$ cat config.mk
export PLATFORM = sky130hd
export DESIGN_NAME = x_corr
export DESIGN_NICKNAME = d
export VERILOG_FILES = /design/src/rtl/x_corr.sv
export SDC_FILE = /design/constraint.sdc
export NUM_CORES = 2
export LEC_CHECK = 0
export ABC_AREA = 1
export CORE_MARGIN = 10
export CORE_UTILIZATION = 65
export DETAILED_ROUTE_END_ITERATION = 8
export DONT_BUFFER_PORTS = 1
export PLACE_DENSITY_LB_ADDON = 0.1
export SYNTH_ARGS = -nofsm -noshare
export SYNTH_HDL_FRONTEND = slang
export SYNTH_SLANG_ARGS = --single-unit
$ cat constraint.sdc
create_clock -name clk -period 15.48 [get_ports clk]
set_input_delay 1.548 -clock clk [delete_from_list [all_inputs] [get_ports clk]]
set_output_delay 1.548 -clock clk [all_outputs]
set_load 0.01 [all_outputs]
$ cat src/rtl/x_corr.sv
// Complex circular cross-correlator: captures one frame of x/y samples, reports peak |C[k]| and its lag.
// Define X_CORR_LINEAR_LAG_EN for zero-padded (linear) correlation instead of circular.
module x_corr #(
    parameter int xi_bits             = 12,
    parameter int xq_bits             = 12,
    parameter int yi_bits             = 12,
    parameter int yq_bits             = 12,
    parameter int i_bits              = 24,
    parameter int q_bits              = 24,
    parameter int length              = 5,
    parameter int length_counter_bits = 3,
    parameter int out_max_bits        = 5
) (
    input  logic                           clk,
    input  logic                           reset,
    input  logic                           m_axis_tvalid,
    output logic                           s_axis_tready,
    input  logic signed [xi_bits-1:0]      xi,
    input  logic signed [xq_bits-1:0]      xq,
    input  logic signed [yi_bits-1:0]      yi,
    input  logic signed [yq_bits-1:0]      yq,
    output logic                           s_axis_tvalid,
    input  logic                           m_axis_tready,
    output logic [out_max_bits-1:0]        out_max,
    output logic [length_counter_bits-1:0] index
);

    localparam int LCB = length_counter_bits;
    localparam int MB  = ((i_bits > q_bits) ? i_bits : q_bits) + 1;
    localparam int SH  = (out_max_bits < MB) ? (MB - out_max_bits) : 0;
    localparam logic [LCB-1:0] LAST = LCB'(length - 1);
    localparam logic [LCB:0]   LEN  = (LCB+1)'(length);

    typedef enum logic [1:0] {LOAD, COMPUTE, DONE} state_t;

    state_t state, state_next;

    logic [LCB-1:0] sample_cnt, n, lag, m, max_lag, lag_best;
    logic [LCB:0]   idx_sum;
    logic           skip, accept;

    logic signed [xi_bits-1:0] xi_buf [length];
    logic signed [xq_bits-1:0] xq_buf [length];
    logic signed [yi_bits-1:0] yi_buf [length];
    logic signed [yq_bits-1:0] yq_buf [length];

    logic signed [i_bits-1:0] acc_i, acc_i_next, p_ii, p_qq, term_i;
    logic signed [q_bits-1:0] acc_q, acc_q_next, p_qi, p_iq, term_q;
    logic signed [MB-1:0]     ext_i, ext_q;
    logic [MB-1:0]            abs_i, abs_q, mag, max_mag, max_next;

    always_ff @(posedge clk) begin
        if (reset) state <= LOAD;
        else       state <= state_next;
    end

    always_comb begin
        state_next    = state;
        s_axis_tready = 1'b0;
        s_axis_tvalid = 1'b0;
        case (state)
            LOAD: begin
                s_axis_tready = !reset;
                if (m_axis_tvalid && !reset && sample_cnt == LAST) state_next = COMPUTE;
            end
            COMPUTE: if (n == LAST && lag == LAST) state_next = DONE;
            DONE: begin
                s_axis_tvalid = 1'b1;
                if (m_axis_tready) state_next = LOAD;
            end
            default: state_next = LOAD;
        endcase
    end

    assign accept = m_axis_tvalid && s_axis_tready;

    always_comb begin
        idx_sum = {1'b0, n} + {1'b0, lag};
        m       = (idx_sum >= LEN) ? LCB'(idx_sum - LEN) : LCB'(idx_sum);
`ifdef X_CORR_LINEAR_LAG_EN
        skip    = (idx_sum >= LEN);
`else
        skip    = 1'b0;
`endif
        // Operands widened to accumulator width so products keep full precision.
        p_ii   = i_bits'(xi_buf[n]) * i_bits'(yi_buf[m]);
        p_qq   = i_bits'(xq_buf[n]) * i_bits'(yq_buf[m]);
        p_qi   = q_bits'(xq_buf[n]) * q_bits'(yi_buf[m]);
        p_iq   = q_bits'(xi_buf[n]) * q_bits'(yq_buf[m]);
        term_i = skip ? '0 : (p_ii + p_qq);
        term_q = skip ? '0 : (p_qi - p_iq);
        acc_i_next = acc_i + term_i;
        acc_q_next = acc_q + term_q;

        ext_i    = MB'(acc_i_next);
        ext_q    = MB'(acc_q_next);
        abs_i    = ext_i[MB-1] ? -ext_i : ext_i;
        abs_q    = ext_q[MB-1] ? -ext_q : ext_q;
        mag      = abs_i + abs_q;
        max_next = (mag > max_mag) ? mag : max_mag;
        lag_best = (mag > max_mag) ? lag : max_lag;
    end

    always_ff @(posedge clk) begin
        if (reset) begin
            sample_cnt <= '0;
            n          <= '0;
            lag        <= '0;
            acc_i      <= '0;
            acc_q      <= '0;
            max_mag    <= '0;
            max_lag    <= '0;
            out_max    <= '0;
            index      <= '0;
            for (int unsigned i = 0; i < length; i++) begin
                xi_buf[i] <= '0;
                xq_buf[i] <= '0;
                yi_buf[i] <= '0;
                yq_buf[i] <= '0;
            end
        end else begin
            case (state)
                LOAD: if (accept) begin
                    xi_buf[sample_cnt] <= xi;
                    xq_buf[sample_cnt] <= xq;
                    yi_buf[sample_cnt] <= yi;
                    yq_buf[sample_cnt] <= yq;
                    if (sample_cnt == LAST) begin
                        sample_cnt <= '0;
                        n          <= '0;
                        lag        <= '0;
                        acc_i      <= '0;
                        acc_q      <= '0;
                        max_mag    <= '0;
                        max_lag    <= '0;
                    end else begin
                        sample_cnt <= sample_cnt + 1'b1;
                    end
                end
                COMPUTE: begin
                    if (n == LAST) begin
                        n       <= '0;
                        acc_i   <= '0;
                        acc_q   <= '0;
                        max_mag <= max_next;
                        max_lag <= lag_best;
                        if (lag == LAST) begin
                            lag     <= '0;
                            out_max <= out_max_bits'(max_next >> SH);
                            index   <= lag_best;
                        end else begin
                            lag <= lag + 1'b1;
                        end
                    end else begin
                        n     <= n + 1'b1;
                        acc_i <= acc_i_next;
                        acc_q <= acc_q_next;
                    end
                end
                default: ;
            endcase
        end
    end

endmodule

After elaboration in Yosys (flattened, before gate mapping)
Memories as Yosys holds them, arrays and structs flattened. A register that Yosys moved wholly into a read port is not among the register bits.
Cells that the tools add are included.

cells by class
  multiply operators = 4
  shift-type cells = 0
  bitwise gates (word level) = 0
  reductions and logical operators = 17
  div/mod/pow operators = 0
  order comparisons = 2
  muxes and demuxes = 53
  eq/ne operators = 12
  add/subtract/negate cells = 12

operators by type and width
  kind                   count
  $mux W25               6
  $mul A12 B12 Y24       4
  $mux W24               4
  $pmux W24 S2           2
  $add A24 B24 Y24       3
  $mux W3                17
  $neg A24 Y25           2
  $pmux W25 S2           1
  $mux W12               4
  $reduce_or A12 Y1      4
  $add A25 B25 Y25       1
  $gt A25 B25 Y1         1
  $sub A24 B24 Y24       1
  $pmux W3 S2            3
  $ne A2 B2 Y1 const B   7
  $mux W1                12
  $add A3 B1 Y3 const B  3
  $eq A3 B3 Y1 const B   3
  $reduce_and A3 Y1      3
  $mux W2                3
  $pmux W2 S3            1
  $reduce_and A5 Y1      1
  $add A3 B3 Y4          1
  $ge A4 B3 Y1 const B   1
  other kinds (9)        12

storage, ports and cells
  flip-flop bits (word level) = 95
  word-level logic and storage cells = 115
  memories kept = 4
  latch bits = 0
  memory bits (writable) = 240
  input bits = 52
  output and inout bits = 10
  ROM bits = 0

memories
  memory  depth  bits a word  read ports  clocked after Yosys merged registers in  wr ports  line  RTL
  xi_buf  5      12           1           1                                        5         42    logic signed [xi_bits-1:0] xi_buf [length];
  xq_buf  5      12           1           1                                        5         43    logic signed [xq_bits-1:0] xq_buf [length];
  yi_buf  5      12           1           0                                        5         44    logic signed [yi_bits-1:0] yi_buf [length];
  yq_buf  5      12           1           0                                        5         45    logic signed [yq_bits-1:0] yq_buf [length];

Logic depth before layout (Yosys ltp)
An unclocked memory read counts as a cell.

  depth after elaboration = 14
  mapped depth = 78
  mapped depth without buffers = 75

Worst setup path before layout
No wires, ideal clock.

  path kind = register to register
  from = reg n[0]
  to = reg index[0]
  arrival time = 11.667 ns
  buffers on the path = 3
  required time = 15.364 ns
  period minus slack after synthesis = 11.783 ns
  cell stages (with the launch flop) = 62
  path slack = 3.697 ns
  library setup time = 0.116 ns
  path through = dfxtp_1 -> ha_1 -> fa_1 -> inv_1 -> ha_1 -> nand2_1 -> nand3_2 -> nand2_4 -> nand2_1 -> o21ai_2 -> buf_4 -> buf_2 -> o21ai_0 -> o221ai_1 -> nand2_1 -> nor2_1 -> inv_1 -> fa_1 -> (+26 left out) -> nand3_1 -> a21boi_0 -> o21ai_0 -> xor2_1 -> ha_1 -> nand2_1 -> nor2_1 -> nand2_1 -> o211ai_1 -> nand2_1 -> nand3_1 -> nand2_1 -> inv_1 -> or2_2 -> nand2_1 -> nand2_1 -> o211ai_1 -> inv_1

on the way
  word-level cells in the longest chain between the ends = 12
  elaborated cells between the ends (all ways) = 23
  classes of those cells = add/sub: 9; mul: 4; order compare: 2; eq/ne: 1; mux: 4; reduce/logical: 1; memory: 2

RTL lines
  item                                                  line    RTL
  start, declared                                       38      logic [LCB-1:0] sample_cnt, n, lag, m, max_lag, lag_best;
  start signal, assigned                                155     n <= n + 1'b1;
  $add A3 B3 Y4                                         78      idx_sum = {1'b0, n} + {1'b0, lag};
  $ge A4 B3 Y1 or $sub A3 B3 Y3 (tied branches)         79      m = (idx_sum >= LEN) ? LCB'(idx_sum - LEN) : LCB'(idx_sum);
  $mux W3                                               79
  $mem_v2 Z5 W12, on equally long branches              -
  $mul A12 B12 Y24, on equally long branches            -
  $add A24 B24 Y24 or $sub A24 B24 Y24 (tied branches)  90, 91
  $add A24 B24 Y24, on equally long branches            92, 93
  $neg A24 Y25, on equally long branches                97, 98
  $mux W25, on equally long branches                    97, 98
  $add A25 B25 Y25                                      99      mag = abs_i + abs_q;
  $gt A25 B25 Y1                                        101     lag_best = (mag > max_mag) ? lag : max_lag;
  $mux W3                                               101
  end signal, assigned                                  150     index <= lag_best;
  end, declared                                         25      output logic [length_counter_bits-1:0] index

Parallel ways exist; a longest one is shown, timed or not.
A chain may end at the register's enable or synchronous reset.

Final worst setup path
  from = reg lag[0]
  to = reg max_mag[15]

on the way
  word-level cells in the longest chain between the ends = 13
  elaborated cells between the ends (all ways) = 25
  classes of those cells = add/sub: 9; mul: 4; order compare: 2; eq/ne: 1; mux: 6; reduce/logical: 1; memory: 2

RTL lines
  item                                                         line    RTL
  start, declared                                              38
  start signal, assigned                                       152     lag <= lag + 1'b1;
  $add A3 B3 Y4 (*)                                            78
  $ge A4 B3 Y1 or $sub A3 B3 Y3 (tied branches)                79
  $mux W3 (*)                                                  79
  $mem_v2 Z5 W12, on equally long branches                     -
  $mul A12 B12 Y24, on equally long branches                   -
  $add A24 B24 Y24 or $sub A24 B24 Y24 (tied branches)         90, 91
  $add A24 B24 Y24, on equally long branches                   92, 93
  $neg A24 Y25, on equally long branches                       97, 98
  $mux W25, on equally long branches                           97, 98
  $add A25 B25 Y25 (*)                                         99
  $gt A25 B25 Y1 or $mux W25 (tied branches)                   100     max_next = (mag > max_mag) ? mag : max_mag;
  $ne A2 B2 Y1 (no line) or $mux W25 (tied branches)           -
  $reduce_and A5 Y1 (no line) or $pmux W25 S2 (tied branches)  -
  end signal, assigned                                         145     max_mag <= max_next;
  end, declared                                                50      logic [MB-1:0] abs_i, abs_q, mag, max_mag, max_next;

Mark *: on every way between the ends. The rest lies on a longest branch, timed or not. The select of a mux whose other input is x is not followed.

==> results.txt <==
- Status: finished clean
* Layout fillers: 5879
- During placement, the flow inserted port buffers numbering 0.
- Maximum achievable frequency: 69.6 MHz
- WHS: 0.454 ns
* Slew of the pin with the lowest slew margin: 1.11 ns
- Global placement routability congestion: 0.979
- Sort of element at the end of the critical path: register
- Starting Density: 65.8%
- After routing, the total negative slack on setup checks comes to 0 ns.
- Area enclosed by the die boundary: 85400 um2
- Mean Syn Cell Area: 8.62 um2
- Summing every instance area after synthesis gives 48200 um2.
- DR pass1 iterations: 7
- The via count of the first global-routing pass came to 38.3k.
- The max-slew violation count came to 0.
* Residual DRC count: 0
- Cts bufs inserted: 51
- Flip-flop cell with the highest count after synthesis: sky130_fd_sc_hd__edfxtp_1
- Post-synthesis net count: 6585
- Crit path max fanout: 45
- In this run the remaining antenna-violating nets after routing total 0.
- Across all layers, the routed design uses 37.6k vias.
- For this run, the slowest stage of the critical path takes 0.69 ns.
* 1st-iter DRT viols: 3893
- Clock tree from TritonCTS: done
- At the end of the flow the core is filled with cells to 69.4%.
- By count the netlist is led by 1253 x sky130_fd_sc_hd__nand2_1, 1149 x sky130_fd_sc_hd__inv_1, 722 x sky130_fd_sc_hd__nor2_1, 679 x sky130_fd_sc_hd__fa_1, 384 x sky130_fd_sc_hd__edfxtp_1.
- The number of different library cells used by synthesis comes to 49.
- During synthesis, Yosys emitted a total of 0 warnings.
* Number of synthesized register bits: 482
* Footprint of the flip-flops and latches: 13500 um2
* Clock Tree Root: sky130_fd_sc_hd__clkbuf_16
* Top cell type's share of synthesized area: 28.2%
* Level count of the clock H-tree: 2
* Setup Buffers After CTS: 0
- The hold violation total from the final report was 0.
- Clock skew on the completed layout was measured at 0.0310 ns.
- Startpoint types: register
- Post-CTS repair changed the size of 0 cells.
- CTS sink count: 482
- Cell taking the most area after synthesis: sky130_fd_sc_hd__fa_1
- Detailed Route WL: 136000 um
- From left edge to right edge, the die measures 292 um.
* Total gr overflow: 0
* Sequential-to-total area share from yosys stat: 28.0%
- Slew Limit Headroom: 26.3%
- Global Route Usage Sum: 32.5%
- Post-synthesis cell count: 5585
- The net count of the finished layout is 6506.
- Using the TritonRoute via totals, the vias-per-cell ratio works out to 5.77.
- Routed wire per std cell: 20.9 um
- Measured along the y axis, the die boundary spans 292 um.
- Type of the tightest min-delay check: register to register
- Row generation in the floorplan step produced 99 rows.
- Number of synthesized flops with an enable pin: 384
- The core region is 73200 um2.
- Clock buffer depth: 3
- STA puts the critical path data arrival time at 14.91 ns.
* Endpoint required time on the critical path: 16.02 ns
- Hold-fix buffers at CTS: 0
- Across the run, the number of max-cap violations was 0.
* I/O Pins: 62
- Setup Viol. Count Final: 0
- The first global-routing pass estimated 216000 um of wire.
- Of all flip-flops after synthesis, the portion carrying an async set or reset was 0%.
- Of the available clock period, the critical path in the final layout requires 92.8%.
* Antenna violations before repair: 4
- In the final layout, the multi-input gates occupy 29500 um2.
- Compared with the post-synthesis result, the final layout area differs by 5.54%.
- Cell at the slowest stage of the critical path: sky130_fd_sc_hd__nand2_2
* Final Critical Period: 14.37 ns
* Category of the critical setup timing path: register to register
* Maximum number of pins on one net before global-route repair: 97
- The clock reaches the later pin of the worst-skew pair after 0.63 ns.
- Cells with a size suffix above 1 make up 3.97% of the layout.
- Setup repair after global routing left no endpoint under its margin.
* Detailed placer's ending HPWL: 102000 um
- Clock transition at the registers of the reported paths: 0.06 ns
- Leading cell types by total area after synthesis: sky130_fd_sc_hd__fa_1 28%, sky130_fd_sc_hd__edfxtp_1 24%, sky130_fd_sc_hd__nand2_1 9.8%
- By instance count, the leading cell after synthesis is sky130_fd_sc_hd__nand2_1.
==> critical path: cells and delay by family (launching register included) <==
kind	cells	cell delay, ns
buffers and inverters	13	2.06
and+or+nand+nor	24	4.14
DFF	1	0.34
xor gates and xnor gates	1	0.30
AOI/OAI and AO/OA	10	1.68
adders and majority gates	13	5.68
==> layer usage <==
metal	up-vias	wire length (um)	share of wire, %	GRT usage [%]
met2	1917	61600	45	51.2
met4	4	6320	4.7	13.2
met1	18400	52300	38	43.2
met3	381	15700	12	7.72
met5	-	27	0.020	0
li1	16900	-	-	-
==> flip-flops by register name, indices dropped and copies added, names as in the netlist, named ones only <==
| register | count |
|---|---|
| acc_i | 24 |
| acc_q | 24 |
| index | 3 |
| lag | 3 |
| max_lag | 3 |
| max_mag | 25 |
| n | 3 |
| out_max | 5 |
| sample_cnt | 3 |
| state | 2 |
| xi_buf | 96 |
| xq_buf | 96 |
| yi_buf | 96 |
| yq_buf | 96 |
==> kinds of logic after synthesis <==
group,count (synthesis),share of synthesized area [%]
DFF,482,28.0
buffers and inverters,1371,11.0
and+or+nand+nor,2260,18.7
xor gates and xnor gates,88,1.64
AOI/OAI and AO/OA,436,5.38
adders and majority gates,948,35.2
==> final cells by class <==
cell class | instances | area share, %
repair buffers | 70 | 1.08
well taps | 959 | 2.36
multi-input cells | 3732 | 58.0
clock inverters | 33 | 0.758
inverters | 1169 | 8.64
diodes | 1 | 0.00492
flip-flops and latches | 482 | 26.6
clock buffers | 61 | 2.65
==> worst paths after layout <==
check	from	to	slack [ns]	cells past startpoint
worst max-delay path	lag[0]	max_mag[15]	1.11	61
worst min-delay path	max_mag[5]	max_mag[5]	0.45	2
worst max register to register	lag[0]	max_mag[15]	1.11	61
worst min register to register	max_mag[5]	max_mag[5]	0.45	2
==> through the flow <==
step	instance area (um2)	cells	worst slack, ns
after global placement	49100	6412	1.70
after floorplan	48200	5585	3.70
after detailed placement	49100	6412	1.42
after global routing	50800	6506	0.118
after CTS	50800	6506	1.33
final	50800	6507	1.11
==> placed cells by master, fill, tap and decap left out, drive strengths merged, types with 40 or more instances in the layout <==
| master | n |
|---|---|
| a21oi | 198 |
| a32o | 40 |
| buf | 70 |
| clkbuf | 61 |
| dfxtp | 98 |
| edfxtp | 384 |
| fa | 679 |
| ha | 269 |
| inv | 1163 |
| nand2 | 1267 |
| nand3 | 181 |
| nor2 | 727 |
| o21ai | 132 |
| xor2 | 57 |
Power is left out: the tool's default activity adds up to more than one toggle a clock period on the data nets, which glitch-free logic cannot reach.
